`src/rtl/wb_arbiter2_if.sv`:
```
// Wishbone B4 pipelined link types and bundle shared by both masters and the slave side.
// Latency: none, pure wiring; the arbiter decides all timing.
// Backpressure: carried by stall (pipelined Wishbone), responses by ack/err.
package wb_pkg;
  typedef logic [31:0] adr_t;
  typedef logic [3:0]  sel_t;
  typedef logic [31:0] dat_t;
endpackage

interface wb_arbiter2_if;
  import wb_pkg::*;

  logic cyc;
  logic stb;
  logic we;
  adr_t adr;
  sel_t sel;
  dat_t dat_m;
  dat_t dat_s;
  logic ack;
  logic err;
  logic stall;

  // Initiator view: drives the request, receives responses.
  modport master (
    output cyc, stb, we, adr, sel, dat_m,
    input  dat_s, ack, err, stall
  );

  // Target view: receives the request, drives responses.
  modport slave (
    input  cyc, stb, we, adr, sel, dat_m,
    output dat_s, ack, err, stall
  );
endinterface

```
`src/rtl/wb_arbiter2.sv`:
```
// Round-robin two-master to one-slave Wishbone B4 pipelined arbiter; ownership held for a whole CYC.
// Latency: one cycle to grant, then requests/responses pass combinationally; one IDLE bubble between owners.
// Backpressure: owner stalls on s_stall or when MAX_OUTSTANDING strobes are unanswered; WB_ARB_TIMEOUT_EN adds a slave-timeout abort.
module wb_arbiter2 #(
  parameter int MAX_OUTSTANDING = 4,
  parameter int TIMEOUT         = 16
) (
  input  logic          clk,
  input  logic          rst,
  wb_arbiter2_if.slave  m0,
  wb_arbiter2_if.slave  m1,
  wb_arbiter2_if.master s
);

  localparam int CW = $clog2(MAX_OUTSTANDING) + 1;
  localparam logic [CW-1:0] MAX_CNT = CW'(MAX_OUTSTANDING);

`ifdef WB_ARB_TIMEOUT_EN
  localparam int TW = $clog2(TIMEOUT) + 1;
  localparam logic [TW-1:0] TMAX = TW'(TIMEOUT);

  typedef enum logic [1:0] {IDLE, GNT0, GNT1, FLUSH} state_t;
`else
  typedef enum logic [1:0] {IDLE, GNT0, GNT1} state_t;
`endif

  state_t        state_q, state_d;
  logic          last_q, last_d;      // previous / current owner: 0 = m0, 1 = m1
  logic [CW-1:0] out_q, out_d;        // accepted but unanswered strobes
`ifdef WB_ARB_TIMEOUT_EN
  logic [TW-1:0] timer_q, timer_d;
`endif

  logic own_cyc, own_stb;
  logic own_ack, own_err, own_stall;
  logic rsp, room, acc;

  // While granted, last_q is the owner, so it also steers the data path.
  assign own_cyc = last_q ? m1.cyc : m0.cyc;
  assign own_stb = last_q ? m1.stb : m0.stb;
  assign rsp     = s.ack | s.err;
  // A response in the same cycle frees a slot, so a full pipeline still accepts one strobe then.
  assign room    = (out_q != MAX_CNT) | rsp;

  // State, owner and counter registers with synchronous reset.
  always_ff @(posedge clk) begin
    if (rst) begin
      state_q <= IDLE;
      last_q  <= 1'b1;
      out_q   <= '0;
`ifdef WB_ARB_TIMEOUT_EN
      timer_q <= '0;
`endif
    end else begin
      state_q <= state_d;
      last_q  <= last_d;
      out_q   <= out_d;
`ifdef WB_ARB_TIMEOUT_EN
      timer_q <= timer_d;
`endif
    end
  end

  // Next-state logic plus bus muxing and response routing.
  always_comb begin
    state_d = state_q;
    last_d  = last_q;
    out_d   = out_q;
`ifdef WB_ARB_TIMEOUT_EN
    timer_d = '0;
`endif
    acc       = 1'b0;
    own_ack   = 1'b0;
    own_err   = 1'b0;
    own_stall = 1'b1;

    s.cyc   = 1'b0;
    s.stb   = 1'b0;
    s.we    = m0.we;
    s.adr   = m0.adr;
    s.sel   = m0.sel;
    s.dat_m = m0.dat_m;

    m0.dat_s = s.dat_s;
    m1.dat_s = s.dat_s;
    m0.ack   = 1'b0;
    m0.err   = 1'b0;
    m0.stall = 1'b1;
    m1.ack   = 1'b0;
    m1.err   = 1'b0;
    m1.stall = 1'b1;

    unique case (state_q)
      IDLE: begin
        out_d = '0;
        if (m0.cyc && m1.cyc) begin
          // Contention: the master that did not own last time wins.
          state_d = last_q ? GNT0 : GNT1;
          last_d  = ~last_q;
        end else if (m0.cyc) begin
          state_d = GNT0;
          last_d  = 1'b0;
        end else if (m1.cyc) begin
          state_d = GNT1;
          last_d  = 1'b1;
        end
      end

      GNT0, GNT1: begin
        if (last_q) begin
          s.we    = m1.we;
          s.adr   = m1.adr;
          s.sel   = m1.sel;
          s.dat_m = m1.dat_m;
        end
        s.cyc     = own_cyc;
        s.stb     = own_stb & room;
        own_ack   = s.ack;
        own_err   = s.err;
        own_stall = s.stall | ~room;
        acc       = own_cyc & own_stb & room & ~s.stall;

        unique case ({acc, rsp})
          2'b10:   out_d = out_q + CW'(1);
          2'b01:   out_d = out_q - CW'(1);
          default: out_d = out_q;
        endcase

`ifdef WB_ARB_TIMEOUT_EN
        if (out_q == '0 || rsp) begin
          timer_d = '0;
        end else if (timer_q == TMAX) begin
          timer_d = '0;
          state_d = FLUSH;
        end else begin
          timer_d = timer_q + TW'(1);
        end
`endif

        // Owner released the bus: any late slave response is dropped.
        if (!own_cyc) begin
          state_d = IDLE;
          out_d   = '0;
        end
      end

`ifdef WB_ARB_TIMEOUT_EN
      FLUSH: begin
        // Slave is cut off; one ERR per abandoned strobe goes back to the owner.
        if (out_q != '0) begin
          own_err = 1'b1;
          out_d   = out_q - CW'(1);
        end else if (own_cyc) begin
          state_d = last_q ? GNT1 : GNT0;
        end else begin
          state_d = IDLE;
        end
      end
`endif

      default: begin
        state_d = IDLE;
        out_d   = '0;
      end
    endcase

    if (last_q) begin
      m1.ack   = own_ack;
      m1.err   = own_err;
      m1.stall = own_stall;
    end else begin
      m0.ack   = own_ack;
      m0.err   = own_err;
      m0.stall = own_stall;
    end
  end

endmodule

```
`src/flat_wrapper.sv`:
```
// flat-port wrapper written by rule: the top's interface ports become plain ports
module wb_arbiter2_flat 
#(
  parameter int MAX_OUTSTANDING = 4,
  parameter int TIMEOUT         = 16
)
  (clk, rst, m0_cyc, m0_stb, m0_we, m0_adr, m0_sel, m0_dat_m, m0_dat_s, m0_ack, m0_err, m0_stall, m1_cyc, m1_stb, m1_we, m1_adr, m1_sel, m1_dat_m, m1_dat_s, m1_ack, m1_err, m1_stall, s_cyc, s_stb, s_we, s_adr, s_sel, s_dat_m, s_dat_s, s_ack, s_err, s_stall);
  wb_arbiter2_if m0_i ();
  wb_arbiter2_if m1_i ();
  wb_arbiter2_if s_i ();
  input  logic clk;
  input  logic rst;
  input wire logic [$bits(m0_i.cyc)-1:0] m0_cyc;
  input wire logic [$bits(m0_i.stb)-1:0] m0_stb;
  input wire logic [$bits(m0_i.we)-1:0] m0_we;
  input wire logic [$bits(m0_i.adr)-1:0] m0_adr;
  input wire logic [$bits(m0_i.sel)-1:0] m0_sel;
  input wire logic [$bits(m0_i.dat_m)-1:0] m0_dat_m;
  output wire logic [$bits(m0_i.dat_s)-1:0] m0_dat_s;
  output wire logic [$bits(m0_i.ack)-1:0] m0_ack;
  output wire logic [$bits(m0_i.err)-1:0] m0_err;
  output wire logic [$bits(m0_i.stall)-1:0] m0_stall;
  input wire logic [$bits(m1_i.cyc)-1:0] m1_cyc;
  input wire logic [$bits(m1_i.stb)-1:0] m1_stb;
  input wire logic [$bits(m1_i.we)-1:0] m1_we;
  input wire logic [$bits(m1_i.adr)-1:0] m1_adr;
  input wire logic [$bits(m1_i.sel)-1:0] m1_sel;
  input wire logic [$bits(m1_i.dat_m)-1:0] m1_dat_m;
  output wire logic [$bits(m1_i.dat_s)-1:0] m1_dat_s;
  output wire logic [$bits(m1_i.ack)-1:0] m1_ack;
  output wire logic [$bits(m1_i.err)-1:0] m1_err;
  output wire logic [$bits(m1_i.stall)-1:0] m1_stall;
  output wire logic [$bits(s_i.cyc)-1:0] s_cyc;
  output wire logic [$bits(s_i.stb)-1:0] s_stb;
  output wire logic [$bits(s_i.we)-1:0] s_we;
  output wire logic [$bits(s_i.adr)-1:0] s_adr;
  output wire logic [$bits(s_i.sel)-1:0] s_sel;
  output wire logic [$bits(s_i.dat_m)-1:0] s_dat_m;
  input wire logic [$bits(s_i.dat_s)-1:0] s_dat_s;
  input wire logic [$bits(s_i.ack)-1:0] s_ack;
  input wire logic [$bits(s_i.err)-1:0] s_err;
  input wire logic [$bits(s_i.stall)-1:0] s_stall;
  assign m0_i.cyc = m0_cyc;
  assign m0_i.stb = m0_stb;
  assign m0_i.we = m0_we;
  assign m0_i.adr = m0_adr;
  assign m0_i.sel = m0_sel;
  assign m0_i.dat_m = m0_dat_m;
  assign m0_dat_s = m0_i.dat_s;
  assign m0_ack = m0_i.ack;
  assign m0_err = m0_i.err;
  assign m0_stall = m0_i.stall;
  assign m1_i.cyc = m1_cyc;
  assign m1_i.stb = m1_stb;
  assign m1_i.we = m1_we;
  assign m1_i.adr = m1_adr;
  assign m1_i.sel = m1_sel;
  assign m1_i.dat_m = m1_dat_m;
  assign m1_dat_s = m1_i.dat_s;
  assign m1_ack = m1_i.ack;
  assign m1_err = m1_i.err;
  assign m1_stall = m1_i.stall;
  assign s_cyc = s_i.cyc;
  assign s_stb = s_i.stb;
  assign s_we = s_i.we;
  assign s_adr = s_i.adr;
  assign s_sel = s_i.sel;
  assign s_dat_m = s_i.dat_m;
  assign s_i.dat_s = s_dat_s;
  assign s_i.ack = s_ack;
  assign s_i.err = s_err;
  assign s_i.stall = s_stall;
  wb_arbiter2 #(.MAX_OUTSTANDING(MAX_OUTSTANDING), .TIMEOUT(TIMEOUT)) u_core (.clk(clk), .rst(rst), .m0(m0_i), .m1(m1_i), .s(s_i));
endmodule
```
`config.mk`:
```
export PLATFORM = sky130hd
export DESIGN_NAME = wb_arbiter2_flat
export DESIGN_NICKNAME = d
export VERILOG_FILES = /design/src/rtl/wb_arbiter2_if.sv /design/src/rtl/wb_arbiter2.sv /design/src/flat_wrapper.sv
export SDC_FILE = /design/constraint.sdc
export NUM_CORES = 1
export LEC_CHECK = 0
export ABC_AREA = 1
export CELL_PAD_IN_SITES_DETAIL_PLACEMENT = 2
export CELL_PAD_IN_SITES_GLOBAL_PLACEMENT = 2
export CORE_ASPECT_RATIO = 0.6
export CORE_MARGIN = 1.5
export CORE_UTILIZATION = 10
export CTS_CLUSTER_SIZE = 28
export DETAILED_ROUTE_END_ITERATION = 10
export GPL_ROUTABILITY_DRIVEN = 0
export HOLD_SLACK_MARGIN = 0.03
export PLACE_DENSITY = 0.95
export SYNTH_ARGS = -nofsm -noshare
export SYNTH_HDL_FRONTEND = slang
export SYNTH_SLANG_ARGS = --single-unit
```
`constraint.sdc`:
```
create_clock -name clk -period 6.2 [get_ports clk]
set_input_delay 1.86 -clock clk [delete_from_list [all_inputs] [get_ports clk]]
set_output_delay 1.86 -clock clk [all_outputs]
set_load 0.03 [all_outputs]
```
# Yosys cells after proc, flatten, opt, wreduce, memory -nomap -nowiden
# Cells that the tools add are included.
[classes]
n_addsub = 2
mul = 0
div = 0
n_lt_le_gt_ge = 0
eq_ne = 7
shifts = 0
mux = 31
n_bitwise = 12
n_reduce_logical = 8
[op_table]
columns = ["cell", "n"]
rows = [
  ["$mux 32", 4],
  ["$mux 1", 18],
  ["$mux 2", 5],
  ["$mux 4", 2],
  ["$pmux 3 s2", 1],
  ["$not 1->1", 5],
  ["$and 1x1->1", 4],
  ["$eq 2x1->1 const B", 2],
  ["$eq 2x2->1 const B", 2],
  ["$ne 4x3->1 const B", 1],
  ["$pmux 2 s2", 1],
  ["$reduce_and 2->1", 2],
  ["$add 3x1->3 const B", 1],
  ["$ne 3x3->1 const B", 1],
  ["$or 1x1->1", 3],
  ["$reduce_bool 3->1", 1],
  ["$reduce_or 3->1", 1],
  ["$sub 3x1->3 const B", 1],
  ["$logic_not 2->1", 1],
  ["$ne 2x2->1 const B", 1],
  ["$reduce_bool 2->1", 1],
  ["$reduce_or 2->1", 1],
  ["$logic_and 1x1->1", 1],
]
[word_totals]
reg_bits = 6
latch_bits = 0
ram_bits = 0
romBits = 0
in_bits = 179
out_inout_bits = 141
word_cells = 63
n_memories = 0

# Longest topological paths before layout
[logic_depth]
word_depth = 6
depth_mapped = 15
depth_no_buf = 14

# Least setup slack after synthesis
# Ideal clock, no wire load.
[synth_path]
path_kind = "input to output"
start = "input port s_ack"
end = "output port m0_ack"
arrival_time_ns = 2.580
required_time_ns = 4.340
path_slack_ns = 1.760
stages = 2
path_buffers = 0
path_cell_list = "inv_1 > nor3_1"
[synth_between]
elab_chain_len = 2
[synth_rtl]
columns = ["element", "line", "rtl"]
rows = [
  ["from (decl)", "flat_wrapper.sv:40", "input wire logic [$bits(s_i.ack)-1:0] s_ack;"],
  ["$mux 1", "wb_arbiter2.sv:93", "unique case (state_q)"],
  ["$mux 1", "wb_arbiter2.sv:167", "if (last_q) begin"],
  ["to (decl)", "flat_wrapper.sv:20", "output wire logic [$bits(m0_i.ack)-1:0] m0_ack;"],
]
# No other way between the ends.

# Worst setup path in the final report
[layout_path]
start = "input port s_err"
end = "output port s_stb"
[layout_between]
elab_chain_len = 4
[layout_rtl]
columns = ["element", "line", "rtl"]
rows = [
  ["from (decl)", "flat_wrapper.sv:41", "input wire logic [$bits(s_i.err)-1:0] s_err;"],
  ["$or 1x1->1", "wb_arbiter2.sv:41", "assign rsp = s.ack | s.err;"],
  ["$or 1x1->1", "wb_arbiter2.sv:43", "assign room = (out_q != MAX_CNT) | rsp;"],
  ["$and 1x1->1", "wb_arbiter2.sv:117", "s.stb = own_stb & room;"],
  ["$mux 1", "wb_arbiter2.sv:93", ""],
  ["to (decl)", "flat_wrapper.sv:34", "output wire logic [$bits(s_i.stb)-1:0] s_stb;"],
]
# No other way between the ends.

==> implementation parameters <==
Parameter                              Value

Cells and area
  Area growth from synthesis to layout ... 111%
  Utilization of the core after routing ... 0.214
  Layout cell share with drive strength beyond 1 ... 0.207
  Nets@finish ... 552
  Antenna cell count ... 0
  Non-filler instance count after layout ... 608

Synth
  Register area share after synthesis ... 0.0658
  Dominant cells by area after synthesis ... sky130_fd_sc_hd__mux2_2 (40%), sky130_fd_sc_hd__buf_4 (27%), sky130_fd_sc_hd__dfxtp_1 (6.6%), sky130_fd_sc_hd__clkbuf_8 (5.3%), sky130_fd_sc_hd__mux2_4 (4.1%)
  Cell type with the largest total area after synthesis ... sky130_fd_sc_hd__mux2_2
  Count of distinct cell types in the synthesized netlist ... 20
  Top flip-flop cell by instance count after synthesis ... sky130_fd_sc_hd__dfxtp_1
  Leading post-synthesis cells by instance count ... sky130_fd_sc_hd__buf_4 (65), sky130_fd_sc_hd__mux2_2 (64), sky130_fd_sc_hd__nand2_1 (17)
  Post-synth top area share ... 0.395
  Count of flip-flops with a built-in enable after synthesis ... 0
  Warnings, synthesis ... 0
  Area of the mapped netlist ... 1820 um2
  Share of flip-flops with an asynchronous set or reset after synthesis ... 0
  Gate count of the mapped netlist ... 213
  Most common cell in the synthesized netlist ... sky130_fd_sc_hd__buf_4
  Post-synthesis sequential element count ... 6
  Synthesized netlist net count ... 395
  Syn_area_per_cell ... 8.56 um2

STA
  Tcrit/Tclk final ... 0.856
  Worst max-slew margin expressed relative to the limit ... 0.421
  Setup repair after global routing missed its margin ... no
  Minimum clock period ... 5.31 ns
  Post-Route Skew ... 0.00520 ns
  Final worst slack ... 0.892 ns
  Number of pins exceeding their max-slew limit in the final report ... 0
  Sum Neg Setup Slack ... 0 ns
  Transition time of the tightest slew-check pin ... 0.868 ns
  Final Hold Viols ... 0
  Finish-stage setup viols ... 0
  Maximum operating frequency ... 188 MHz

Clock network
  Cts hold-fix bufs ... 0
  CTS sink count ... 6
  Number of levels in the clock H-tree ... 1
  Post-cts sizing count ... 0
  Clk Tree Root Cell ... sky130_fd_sc_hd__clkbuf_16
  TritonCTS buffer count ... 3
  Buffer depth of the longest clock path ... 2
  Source-to-sink clock delay at the later pin of the worst-skew pair ... 0.23 ns
  Number of buffers added for setup after CTS ... 0
  Clock edge transition at the registers on the reported setup and hold paths ... 0.03 ns
  Clock tree from TritonCTS ... built

Setup path
  Worst EP required ... 4.34 ns
  Maximum fanout encountered on the critical timing path ... 3
  Class of the most critical setup path ... input port to output port
  Critical path's top delay family ... buffers and inverters
  Max stage delay cell, worst path ... sky130_fd_sc_hd__clkdlybuf4s50_1
  Arrival time reported for the critical path endpoint ... 3.45 ns
  Cell-by-cell trace of the critical path ... clkdlybuf4s50_1 -> nor2_1 -> nand4_1 -> nand2_1 -> nor2_1 -> clkdlybuf4s50_1
  Slowest cell delay on critical path ... 0.68 ns
  Buf/Inv on CP ... 2
  Critical path endpoint category ... output port
  Launching element type of the critical path ... input port

Detailed routing
  Vias ... 2016
  Detail-routed net length per standard cell ... 16.7 um
  Number of nets with antenna violations after routing ... 0
  Pre-Repair DR Iteration Count ... 4
  Number of vias per cell ... 3.32
  Overall routed net length ... 10100 um
  Residual DRC count ... 0
  Count of routing violations after the opening detailed-route iteration ... 79

Global route
  Via count of the first global-routing pass ... 2191
  Maximum number of pins on one net before global-route repair ... 62
  Leftover overflow at the end of global routing ... 0
  Initial antenna violation count ... 0
  Total GRT Usage ... 0.0935
  Global-route wire length before repair ... 13300 um

Power
  Power density normalized to cell area ... 221 nW/um2
  Register share of total power ... 0.057
  Switching part of the total ... 0.446
  Switching power ... 0.000379 W
  Design internal power ... 0.000471 W
  Tot Pwr ... 0.000851 W
  Power share of the clock group ... 0.121
  Reported leakage power ... 1.47 nW
  Fraction of power consumed by combinational cells ... 0.822
  Peak VDD IR ... 0.0792 mV

Flow run
  Max-cap violations ... 0

Place
  Placed cell count ... 605
  Input/output buffers ... 223
  Final HPWL DP ... 9000 um
  Pre-CTS setup slack ... 0.861 ns

Floorplan
  Die outline width ... 177 um
  Number of ports placed on the die boundary ... 320
  Initial standard-cell utilization of the core ... 0.102
  Y dimension of the die ... 108 um
  Die Outline Area ... 19100 um2
  Core area ... 18000 um2
  FP Rows ... 38

Outcome
  Status ... finished, final reports clean

Worst hold path
  Class of the most critical hold timing path ... flip-flop to flip-flop
## routing by layer
layer	global-route usage	up-vias	part of all wire
met1	0.112	971	0.40
met5	0	-	0
li1	-	951	-
met3	0.0247	11	0.075
met2	0.167	83	0.51
met4	0.0210	0	0.012
## flip-flops by register name (all words and copies together), names as in the netlist
name / cells
u_core.out_q: 3
u_core.state_q: 2
u_core.last_q: 1
## through the flow
step	hold WS [ns]	area, um2
2_1_floorplan	0.433	1820
3_3_place_gp	0.455	3780
3_5_place_dp	0.474	3780
4_1_cts	0.478	3850
5_1_grt	0.503	3850
6_report	0.473	3850
## placed cells by master (no fill, tap or decap)
cell / synthesis / layout
sky130_fd_sc_hd__clkdlybuf4s50_1: 0 / 223
sky130_fd_sc_hd__mux2_2: 64 / 64
sky130_fd_sc_hd__nand2_1: 17 / 17
sky130_fd_sc_hd__inv_1: 16 / 16
sky130_fd_sc_hd__nor2_1: 11 / 11
sky130_fd_sc_hd__dfxtp_1: 6 / 6
sky130_fd_sc_hd__mux2_4: 5 / 5
sky130_fd_sc_hd__a21oi_1: 5 / 5
sky130_fd_sc_hd__nand4_1: 3 / 3
sky130_fd_sc_hd__nand3_1: 3 / 3
sky130_fd_sc_hd__clkbuf_16: 0 / 3
sky130_fd_sc_hd__nor3_1: 2 / 2
sky130_fd_sc_hd__ha_1: 2 / 2
sky130_fd_sc_hd__inv_2: 1 / 1
sky130_fd_sc_hd__nand2_4: 1 / 1
sky130_fd_sc_hd__nand3_2: 1 / 1
sky130_fd_sc_hd__or2_1: 1 / 1
sky130_fd_sc_hd__xor2_1: 1 / 1
sky130_fd_sc_hd__o21ai_0: 1 / 1
sky130_fd_sc_hd__fa_1: 1 / 1
sky130_fd_sc_hd__buf_4: 65 / 1
## final cells by class
type | instances | area (um2)
fillers | 2050 | 14100
repair buffers | 224 | 2240
multi-input cells | 118 | 1060
well taps | 240 | 300
flip-flops and latches | 6 | 120
clock buffers | 3 | 75.1
inverters | 17 | 63.8
## worst register-to-register path, stage by stage (launching register included)
cell and delay, ns:
sky130_fd_sc_hd__dfxtp_1 0.54, sky130_fd_sc_hd__inv_2 0.13, sky130_fd_sc_hd__nand2_1 0.08, sky130_fd_sc_hd__nand2_1 0.06, sky130_fd_sc_hd__nand2_1 0.09, sky130_fd_sc_hd__nor2_1 0.05, sky130_fd_sc_hd__nand3_1 0.10, sky130_fd_sc_hd__ha_1 0.18
sky130_fd_sc_hd__inv_1 0.08, sky130_fd_sc_hd__fa_1 0.45, sky130_fd_sc_hd__inv_1 0.07, sky130_fd_sc_hd__nand2_1 0.04, sky130_fd_sc_hd__nand3_1 0.08, sky130_fd_sc_hd__xor2_1 0.16, sky130_fd_sc_hd__nor2_1 0.05
## power groups by stage
stage	logic (W)	clock network (W)	registers, W
CTS	0.000709	0.000106	0.0000487
floorplan	0.000496	0	0.0000455
global placement	0.000693	0	0.0000487
detailed placement	0.000706	0	0.0000492
finish	0.000699	0.000103	0.0000489
global route	0.000737	0.000108	0.0000495
## final timing paths
path | from | endpoint | slack (ns) | cells past startpoint
worst max register to register | u_core.last_q$_SDFFE_PP1P_ | u_core.out_q[2]$_SDFFE_PP0P_ | 3.91 | 14
worst min register to register | u_core.out_q[0]$_SDFFE_PP0P_ | u_core.out_q[0]$_SDFFE_PP0P_ | 0.47 | 2
worst max-delay path | s_err | s_stb | 0.89 | 6
worst min-delay path | u_core.out_q[0]$_SDFFE_PP0P_ | u_core.out_q[0]$_SDFFE_PP0P_ | 0.47 | 2
## cells by family after synthesis
family | after synthesis | share of synthesized area
AO/OA/AOI/OAI | 6 | 0.0165
buffers and inverters | 89 | 0.355
AND/OR/NAND/NOR | 39 | 0.0967
multiplexers | 69 | 0.436
flip-flops | 6 | 0.0658
adder cells (fa/ha/maj) | 3 | 0.0247
XOR/XNOR | 1 | 0.00480
(Power assumes the default switching activity.)
